`src/rtl/traffic_pkg.sv`:
```
// Shared state encodings, lamp patterns and default timing for the traffic light controller.
`timescale 1ns/1ps
package traffic_pkg;

    typedef enum logic [2:0] {
        MAIN_GREEN  = 3'd0,
        MAIN_YELLOW = 3'd1,
        ALL_RED_A   = 3'd2,
        SIDE_GREEN  = 3'd3,
        SIDE_YELLOW = 3'd4,
        ALL_RED_B   = 3'd5
    } state_t;

    localparam logic [2:0] RED = 3'b100;
    localparam logic [2:0] YEL = 3'b010;
    localparam logic [2:0] GRN = 3'b001;

    localparam int DEF_G_MIN   = 4;
    localparam int DEF_G_MAX   = 12;
    localparam int DEF_Y_TICKS = 2;
    localparam int DEF_R_TICKS = 1;
    localparam int DEF_S_TICKS = 6;
    localparam int DEF_CW      = 4;

    // Unknown encodings show red on both roads.
    function automatic logic [2:0] main_lamp(input state_t s);
        case (s)
            MAIN_GREEN:  return GRN;
            MAIN_YELLOW: return YEL;
            default:     return RED;
        endcase
    endfunction

    function automatic logic [2:0] side_lamp(input state_t s);
        case (s)
            SIDE_GREEN:  return GRN;
            SIDE_YELLOW: return YEL;
            default:     return RED;
        endcase
    endfunction

endpackage

```
`src/rtl/tick_sync.sv`:
```
// Brings the divider's slow clock into the fast domain and emits a one-cycle
// registered pulse per rising edge, three cycles after the edge.
`timescale 1ns/1ps
module tick_sync (
    input  logic clk,
    input  logic rst_n,
    input  logic slow_clk,
    output logic tick
);

    logic sync_p0;
    logic sync_p1;
    logic prev_p2;

    always_ff @(posedge clk or negedge rst_n) begin
        if (!rst_n) begin
            sync_p0 <= 1'b0;
            sync_p1 <= 1'b0;
            prev_p2 <= 1'b0;
            tick    <= 1'b0;
        end else begin
            sync_p0 <= slow_clk;
            sync_p1 <= sync_p0;
            prev_p2 <= sync_p1;
            tick    <= sync_p1 & ~prev_p2;
        end
    end

endmodule

```
`src/rtl/traffic_light_fsm.sv`:
```
// Two-road traffic light sequencer with pedestrian latch, advanced by ticks
// derived from the slow divider clock; all outputs registered.
`timescale 1ns/1ps
module traffic_light_fsm
    import traffic_pkg::*;
#(
    parameter int G_MIN   = DEF_G_MIN,
    parameter int G_MAX   = DEF_G_MAX,
    parameter int Y_TICKS = DEF_Y_TICKS,
    parameter int R_TICKS = DEF_R_TICKS,
    parameter int S_TICKS = DEF_S_TICKS,
    parameter int CW      = DEF_CW
) (
    input  logic          clkin,
    input  logic          rst_n,
    input  logic          clk_state,
    input  logic          enable,
    input  logic          side_req,
    input  logic          ped_req,
    output logic [2:0]    light_main,
    output logic [2:0]    light_side,
    output logic          ped_walk,
    output logic [CW-1:0] phase_cnt,
    output logic          tick
);

    state_t state;
    state_t next_state;
    state_t succ;
    logic   side_p0, side_p1;
    logic   ped_p0, ped_p1;
    logic   ped_latch;
    logic   adv;
    logic   done;
    logic   legal;
    logic   enter_side;

    tick_sync u_tick_sync (
        .clk      (clkin),
        .rst_n    (rst_n),
        .slow_clk (clk_state),
        .tick     (tick)
    );

    always_ff @(posedge clkin or negedge rst_n) begin
        if (!rst_n) begin
            side_p0 <= 1'b0;
            side_p1 <= 1'b0;
            ped_p0  <= 1'b0;
            ped_p1  <= 1'b0;
        end else begin
            side_p0 <= side_req;
            side_p1 <= side_p0;
            ped_p0  <= ped_req;
            ped_p1  <= ped_p0;
        end
    end

    assign adv = tick & enable;

    always_comb begin
        done  = 1'b0;
        succ  = ALL_RED_B;
        legal = 1'b1;
        case (state)
            MAIN_GREEN: begin
                done = (phase_cnt == CW'(G_MAX - 1)) ||
                       ((side_p1 | ped_latch) && (phase_cnt >= CW'(G_MIN - 1)));
                succ = MAIN_YELLOW;
            end
            MAIN_YELLOW: begin
                done = (phase_cnt == CW'(Y_TICKS - 1));
                succ = ALL_RED_A;
            end
            ALL_RED_A: begin
                done = (phase_cnt == CW'(R_TICKS - 1));
                succ = SIDE_GREEN;
            end
            SIDE_GREEN: begin
                done = (phase_cnt == CW'(S_TICKS - 1));
                succ = SIDE_YELLOW;
            end
            SIDE_YELLOW: begin
                done = (phase_cnt == CW'(Y_TICKS - 1));
                succ = ALL_RED_B;
            end
            ALL_RED_B: begin
                done = (phase_cnt == CW'(R_TICKS - 1));
                succ = MAIN_GREEN;
            end
            default: legal = 1'b0;
        endcase

        next_state = state;
        if (!legal) begin
            next_state = ALL_RED_B;
        end else if (adv && done) begin
            next_state = succ;
        end
        enter_side = (next_state == SIDE_GREEN) && (state != SIDE_GREEN);
    end

    always_ff @(posedge clkin or negedge rst_n) begin
        if (!rst_n) begin
            state      <= ALL_RED_B;
            phase_cnt  <= '0;
            light_main <= RED;
            light_side <= RED;
            ped_walk   <= 1'b0;
            ped_latch  <= 1'b0;
        end else begin
            state <= next_state;
            if (next_state != state) begin
                phase_cnt <= '0;
            end else if (adv) begin
                phase_cnt <= phase_cnt + CW'(1);
            end
            light_main <= main_lamp(next_state);
            light_side <= side_lamp(next_state);
            // Walk is decided once on entry to side green and held for the whole phase.
            if (enter_side) begin
                ped_walk <= ped_latch;
            end else if (next_state != SIDE_GREEN) begin
                ped_walk <= 1'b0;
            end
            // A fresh request beats the entry clear, so it carries to the next side phase.
            if (ped_p1) begin
                ped_latch <= 1'b1;
            end else if (enter_side) begin
                ped_latch <= 1'b0;
            end
        end
    end

endmodule

```
`config.mk`:
```
export PLATFORM = sky130hd
export DESIGN_NAME = traffic_light_fsm
export DESIGN_NICKNAME = d
export VERILOG_FILES = /design/src/rtl/traffic_pkg.sv /design/src/rtl/tick_sync.sv /design/src/rtl/traffic_light_fsm.sv
export SDC_FILE = /design/constraint.sdc
export NUM_CORES = 1
export LEC_CHECK = 0
export ABC_CLOCK_PERIOD_IN_PS = 1700
export CAP_MARGIN = 20
export CORE_ASPECT_RATIO = 1.25
export CORE_UTILIZATION = 45
export CTS_CLUSTER_SIZE = 14
export DETAILED_ROUTE_END_ITERATION = 16
export GPL_TIMING_DRIVEN = 0
export MAX_ROUTING_LAYER = met4
export PLACE_DENSITY = 0.72
export SKIP_CTS_REPAIR_TIMING = 1
export SYNTH_ARGS = -nofsm -noshare
export SYNTH_HDL_FRONTEND = slang
export SYNTH_SLANG_ARGS = --single-unit
```
`constraint.sdc`:
```
create_clock -name clkin -period 1.7 [get_ports clkin]
set_input_delay 0.34 -clock clkin [delete_from_list [all_inputs] [get_ports clkin]]
set_output_delay 0.34 -clock clkin [all_outputs]
set_load 0.01 [all_outputs]
```
==> metrics.txt, run 1 <==
EDFF count, synth=0; status=finished with violations; Die X-Extent=46.4 um; die area=2660 um^2; violated checks=negative setup slack; R2R Setup Slk=-0.28 ns; drt via density=4.96; CTS tree=done; root buffer cell=clkbuf_4; area leader, netlist=dfrtp_1; Synth Cell Area=1110 um^2; total track usage=16.9%; Hold WC Path Type=input port to asynchronous set/reset pin; VDD IR max=0.000860 V; critical-path cell list=buf_6 > or3b_4 > o22ai_4 > o31a_4 > buf_12 > nand2_2 > a21o_1; H-tree lvl count=1; syn_area_per_cell=11.9 um^2; Clk pwr share=13.2%; Syn-to-layout area delta=38.6%; max incr delay on CP=0.56 ns; Final WS setup=-0.281 ns; Final Cycle Share=117%; vias in the first global route=699; total wire length=2110 um; internal power=0.00130 W; Reg power frac=38.2%; synth top area cells=dfrtp_1 (43%), dfstp_2 (9.5%), ha_1 (3.4%); Worst-Margin Slew=0.550 ns; Port Buf Inserts=17; clk buf depth=2; Hold Slack=0.361 ns; fin crit period=1.98 ns; total chip power=0.00199 W; wire per inst=13.4 um; FILL cells=159; first-pass GRT wire length=3100 um; number of nets with antenna violations after routing=0; share of layout cells above drive strength 1=38.1%; Slew headroom=63.2%; core region area=2260 um^2; Final Slew Violations=0; nets=136; Synth warnings=0; ys async rst share=100%; cells after synthesis=93; Final Wtd Congestion=0.828; worst skew pair latency=0.32 ns; IO Count=18; initial antenna violation count=0; diode count=0; PwrDens=1300 nW/um^2; FF+latch count, synth=23; DRC errors left=0; top cells by count, synth=dfrtp_1 (19), nand2_1 (6); TritonRoute pass-1 iters=4; post-DP HPWL=1340 um; top-count cell post-synth=dfrtp_1; Vias=778; GRT overflow=0; Clock Skew=0.00180 ns; crit-path max FO=9; Crit-path slowest cell=dfstp_2; max_cap viols=0; syn_nets=102; RSZ-0062 raised after global routing=yes; Worst Path Buf+Inv=2; sequential cell area fraction in the yosys report=52.4%; crit path kind=flop to flop; Leakage=0.702 nW; Worst EP required=1.93 ns; CP startpoint=state[2]$_DFF_PN1_; initial DRC count=3; NetSw=0.000684 W; Final Core Density=68.0%; Final Hold Fails=0; largest net degree at the start of global routing=24; Worst-path clk slew=0.13 ns; Setup Total Neg Slack=-2.91 ns; FMAX=505 MHz; CTS sink count=23; sw frac=34.4%; Cell variety after synth=45; Combinational Power Share=48.7%; cts bufs inserted=3; Worst setup EP type=flop; Setup-failing EPs final=15; Critical Path AT=2.21 ns; Starting Density=49.0%; reg-to-reg startpoint=state[2]$_DFF_PN1_; Crit path max-delay family=compound AO/OA/AOI/OAI gates; share of the synthesized area in the top cell type=42.9%; Die Span Y=57.5 um; Worst Setup Start Kind=flop; dominant synthesized flop cell=dfrtp_1; FP Rows=19
[final timing paths]
kind | to | cells past startpoint
min in group clkin | ped_p1$_DFF_PN0_ | 0
min reg2reg | ped_p1$_DFF_PN0_ | 0
max | ped_latch$_DFFE_PN0P_ | 7
max reg2reg | ped_latch$_DFFE_PN0P_ | 7
max in group asynchronous | u_tick_sync.tick$_DFF_PN0_ | 2
min | phase_cnt[2]$_DFFE_PN0P_ | 1
[cells by family (layout without fill, tap and decap cells)]
| logic type | after synthesis | in the layout | share of synthesized area [%] |
|---|---|---|---|
| AOI/OAI and AO/OA | 20 | 20 | 14.2 |
| adders and majority gates | 3 | 3 | 3.39 |
| and+or+nand+nor | 34 | 34 | 19.7 |
| xor gates and xnor gates | 2 | 2 | 2.26 |
| DFF | 23 | 23 | 52.4 |
| buffers and inverters | 10 | 43 | 6.67 |
| muxes | 1 | 1 | 1.36 |
[worst register-to-register path: stages (launching register included)]
cell	delay [ns]
dfstp_2	0.56
buf_6	0.13
or3b_4	0.41
o22ai_4	0.20
o31a_4	0.25
buf_12	0.13
nand2_2	0.04
a21o_1	0.15
[stage by stage]
step / std cells / setup WS (ns) / area [um^2]
after floorplan: 93 / -0.148 / 1110
after global placement: 141 / -0.263 / 1320
after detailed placement: 141 / -0.274 / 1320
after CTS: 145 / -0.289 / 1350
after global routing: 157 / -0.309 / 1540
final: 157 / -0.281 / 1540
[state kept, by name, summed over array words and instances (netlist names)]
name,cells
phase_cnt,4
light_main,3
light_side,3
state,3
ped_latch,1
ped_p0,1
ped_p1,1
ped_walk,1
side_p0,1
side_p1,1
u_tick_sync.prev_p2,1
u_tick_sync.sync_p0,1
u_tick_sync.sync_p1,1
u_tick_sync.tick,1
[power by group through the flow]
| stage | Combinational [W] | Clock [W] | Sequential, W |
|---|---|---|---|
| final | 0.000968 | 0.000262 | 0.000759 |
| after global routing | 0.00104 | 0.000289 | 0.000770 |
| after CTS | 0.000759 | 0.000271 | 0.000752 |
| after detailed placement | 0.000754 | 0 | 0.000762 |
| after global placement | 0.000743 | 0 | 0.000758 |
| after floorplan | 0.000468 | 0 | 0.000787 |
[final cells by class]
type | instances | area (um^2) | area share (%)
flip-flops and latches | 23 | 583 | 38.0
multi-input cells | 60 | 504 | 32.8
repair buffers | 29 | 302 | 19.6
plain buffers | 6 | 62.6 | 4.07
well taps | 31 | 38.8 | 2.53
clock buffers | 3 | 22.5 | 1.47
inverters | 4 | 15.0 | 0.978
clock inverters | 1 | 7.51 | 0.489
[routing by layer]
layer | vias to the layer above | routed length, um | part of all wire, % | track usage, %
li1 | 388 | - | - | -
met1 | 374 | 1010 | 48 | 22.6
met2 | 12 | 1010 | 48 | 24.6
met3 | 4 | 37 | 1.8 | 1.90
met4 | 0 | 53 | 2.5 | 8.82
met5 | - | 0 | 0 | -
[placed cells by master (no fill, tap or decap), drive strengths merged, types with 3 or more instances in the layout]
master,instances
nor2,4
o21ai,5
a21oi,3
nor3,4
nand2,7
clkbuf,5
dlymetal6s2s,5
clkdlybuf4s50,12
ha,3
nand3,5
dfstp,4
dfrtp,19
inv,4
o22ai,3
buf,16
(Power assumes the default switching activity.)
==> run 2, diff against run 1 <==
RECOVER_POWER = 100   (was not set)
==> run 2 against run 1 <==
Clock skew hardly changed; non-clock buffer count stayed put; cell area is 1.1% lower; critical path type unchanged; wire length is 0.19% lower; via count stayed put; largest power group unchanged; the run still ends with negative setup slack left; setup slack hardly changed.
==> metrics.txt, run 2 (synthesis gave the netlist of run 1 again) <==
total track usage=16.9% (unchanged); Clock Skew=0.00180 ns (-0.000000580 ns); clk buf depth=2 (unchanged); total wire length=2110 um (-0.19%); Multi-input gate area=504 um^2 (unchanged); Final Hold Fails=0 (unchanged); Syn-to-layout area delta=37.1%; VDD IR max=0.000860 V (about the same); Slew headroom=56.0% (-7.2 points); Die Span Y=57.5 um (unchanged); Worst-path clk slew=0.13 ns (about the same); Die X-Extent=46.4 um (unchanged); most common cell after layout, fill and taps aside=dfrtp_1; Combinational Power Share=48.5% (-0.2 points); Worst Setup Start Kind=flop; Hold WC Path Type=flop to flop; first-pass GRT wire length=3100 um (unchanged); Starting Density=49.0% (unchanged); worst skew pair latency=0.32 ns (about the same); Clk pwr share=13.2% (about the same); max_cap viols=0 (unchanged); TritonRoute pass-1 iters=4 (unchanged); Final Core Density=67.2% (-0.78 points); internal power=0.00130 W (-0.44%); NetSw=0.000684 W (about the same); initial antenna violation count=0 (unchanged); IO Count=18 (unchanged); CTS sink count=23 (unchanged); FILL cells=161 (+1.3%); fin crit period=1.98 ns (+0.00000200 ns); Worst setup EP type=flop; diode count=0 (unchanged); core region area=2260 um^2 (unchanged); Setup-failing EPs final=15 (unchanged); register name with the most flops=phase_cnt; Final Cycle Share=117% (about the same); crit-path max FO=9 (unchanged); cts bufs inserted=3 (unchanged); largest net degree at the start of global routing=24 (unchanged); Final Slew Violations=0 (unchanged); total chip power=0.00198 W (-0.29%); FP Rows=19 (unchanged); Reg power frac=38.3% (about the same); PwrDens=1310 nW/um^2 (+0.86%); post-DP HPWL=1340 um (unchanged); status=finished with violations; nets=136 (unchanged); Final Wtd Congestion=0.828 (unchanged); H-tree lvl count=1 (unchanged); Final WS setup=-0.281 ns (-0.00000200 ns); drt via density=4.96 (unchanged); GRT overflow=0 (unchanged); Leakage=0.682 nW (-2.7%); critical-path cell list=buf_6 > or3b_4 > o22ai_4 > o31a_4 > buf_12 > nand2_2 > a21o_1; vias in the first global route=699 (unchanged); max FFs per register=4 (unchanged); crit path kind=flop to flop; number of nets with antenna violations after routing=0 (unchanged); Critical Path AT=2.21 ns (about the same); violated checks=negative setup slack; Seq. cell area=582 um^2 (-0.21%); RSZ-0062 raised after global routing=yes; sw frac=34.5% (+0.095 points); initial DRC count=6 (+3); max incr delay on CP=0.56 ns (about the same); Vias=778 (unchanged); FMAX=505 MHz (unchanged); Crit-path slowest cell=dfstp_2; CTS tree=done; Worst-Margin Slew=0.659 ns (+0.110 ns); DRC errors left=0 (unchanged); root buffer cell=clkbuf_4; die area=2660 um^2 (unchanged); Port Buf Inserts=17 (unchanged); commonest non-fill, non-tap cells in the layout=dfrtp_1 (18), buf_4 (10), clkdlybuf4s50_1 (8), nand2_1 (5); share of layout cells above drive strength 1=36.5% (-1.6 points); wire per inst=13.4 um (-0.19%); Worst EP required=1.93 ns (about the same)
==> run 2: path summary, 6_finish.rpt <==
check                                        start                          to  slack [ns]  depth (start not counted)
worst min-delay path              ped_p0$_DFF_PN0_            ped_p1$_DFF_PN0_        0.37                          0
worst max-delay path            state[2]$_DFF_PN1_       ped_latch$_DFFE_PN0P_       -0.28                          7
min in group asynchronous                    rst_n    phase_cnt[2]$_DFFE_PN0P_        0.41                          1
worst min register to register    ped_p0$_DFF_PN0_            ped_p1$_DFF_PN0_        0.37                          0
max in group asynchronous                    rst_n  u_tick_sync.tick$_DFF_PN0_        0.35                          2
worst max register to register  state[2]$_DFF_PN1_       ped_latch$_DFFE_PN0P_       -0.28                          7
==> run 2: cell type report <==
| class | instances | area share (%) |
|---|---|---|
| Buffer | 6 | 4.12 |
| Clock buffer | 3 | 1.48 |
| Tap cell | 31 | 2.56 |
| Inverter | 4 | 0.989 |
| Multi-Input combinational cell | 60 | 33.2 |
| Clock inverter | 1 | 0.495 |
| Timing Repair Buffer | 29 | 18.8 |
| Sequential cell | 23 | 38.3 |
==> run 2: worst max-delay path: cells and delay by family, from the launching register on <==
kind / cells / cell delay, ns
AO/OA/AOI/OAI: 3 / 0.59
flip-flops: 1 / 0.56
AND/OR/NAND/NOR: 2 / 0.45
buffers and inverters: 2 / 0.26
==> run 2: layer usage <==
layer / routed length [um] / vias to the layer above / GRT usage, %
met2: 1010 / 12 / 24.6
met5: 0 / - / -
met1: 1010 / 374 / 22.6
met4: 53 / 0 / 8.82
met3: 37 / 4 / 1.90
li1: - / 388 / -
==> run 2: power groups by stage <==
stage / sequential (W) / clock [W] / combinational (W)
after floorplan: 0.000787 / 0 / 0.000468
after global placement: 0.000758 / 0 / 0.000743
after detailed placement: 0.000762 / 0 / 0.000754
after CTS: 0.000752 / 0.000271 / 0.000759
after global routing: 0.000771 / 0.000289 / 0.00103
final: 0.000760 / 0.000262 / 0.000961
==> run 2: stage by stage <==
step / cell area, um^2 / hold WS (ns) / instances / TNS (ns) / setup slack, ns
floorplan: 1110 / 0.0444 / 93 / -0.839 / -0.148
global placement: 1320 / 0.335 / 141 / -2.33 / -0.263
detailed placement: 1320 / 0.341 / 141 / -2.45 / -0.274
CTS: 1350 / 0.372 / 145 / -2.86 / -0.289
global route: 1520 / 0.385 / 157 / -3.59 / -0.309
finish: 1520 / 0.366 / 157 / -2.91 / -0.281
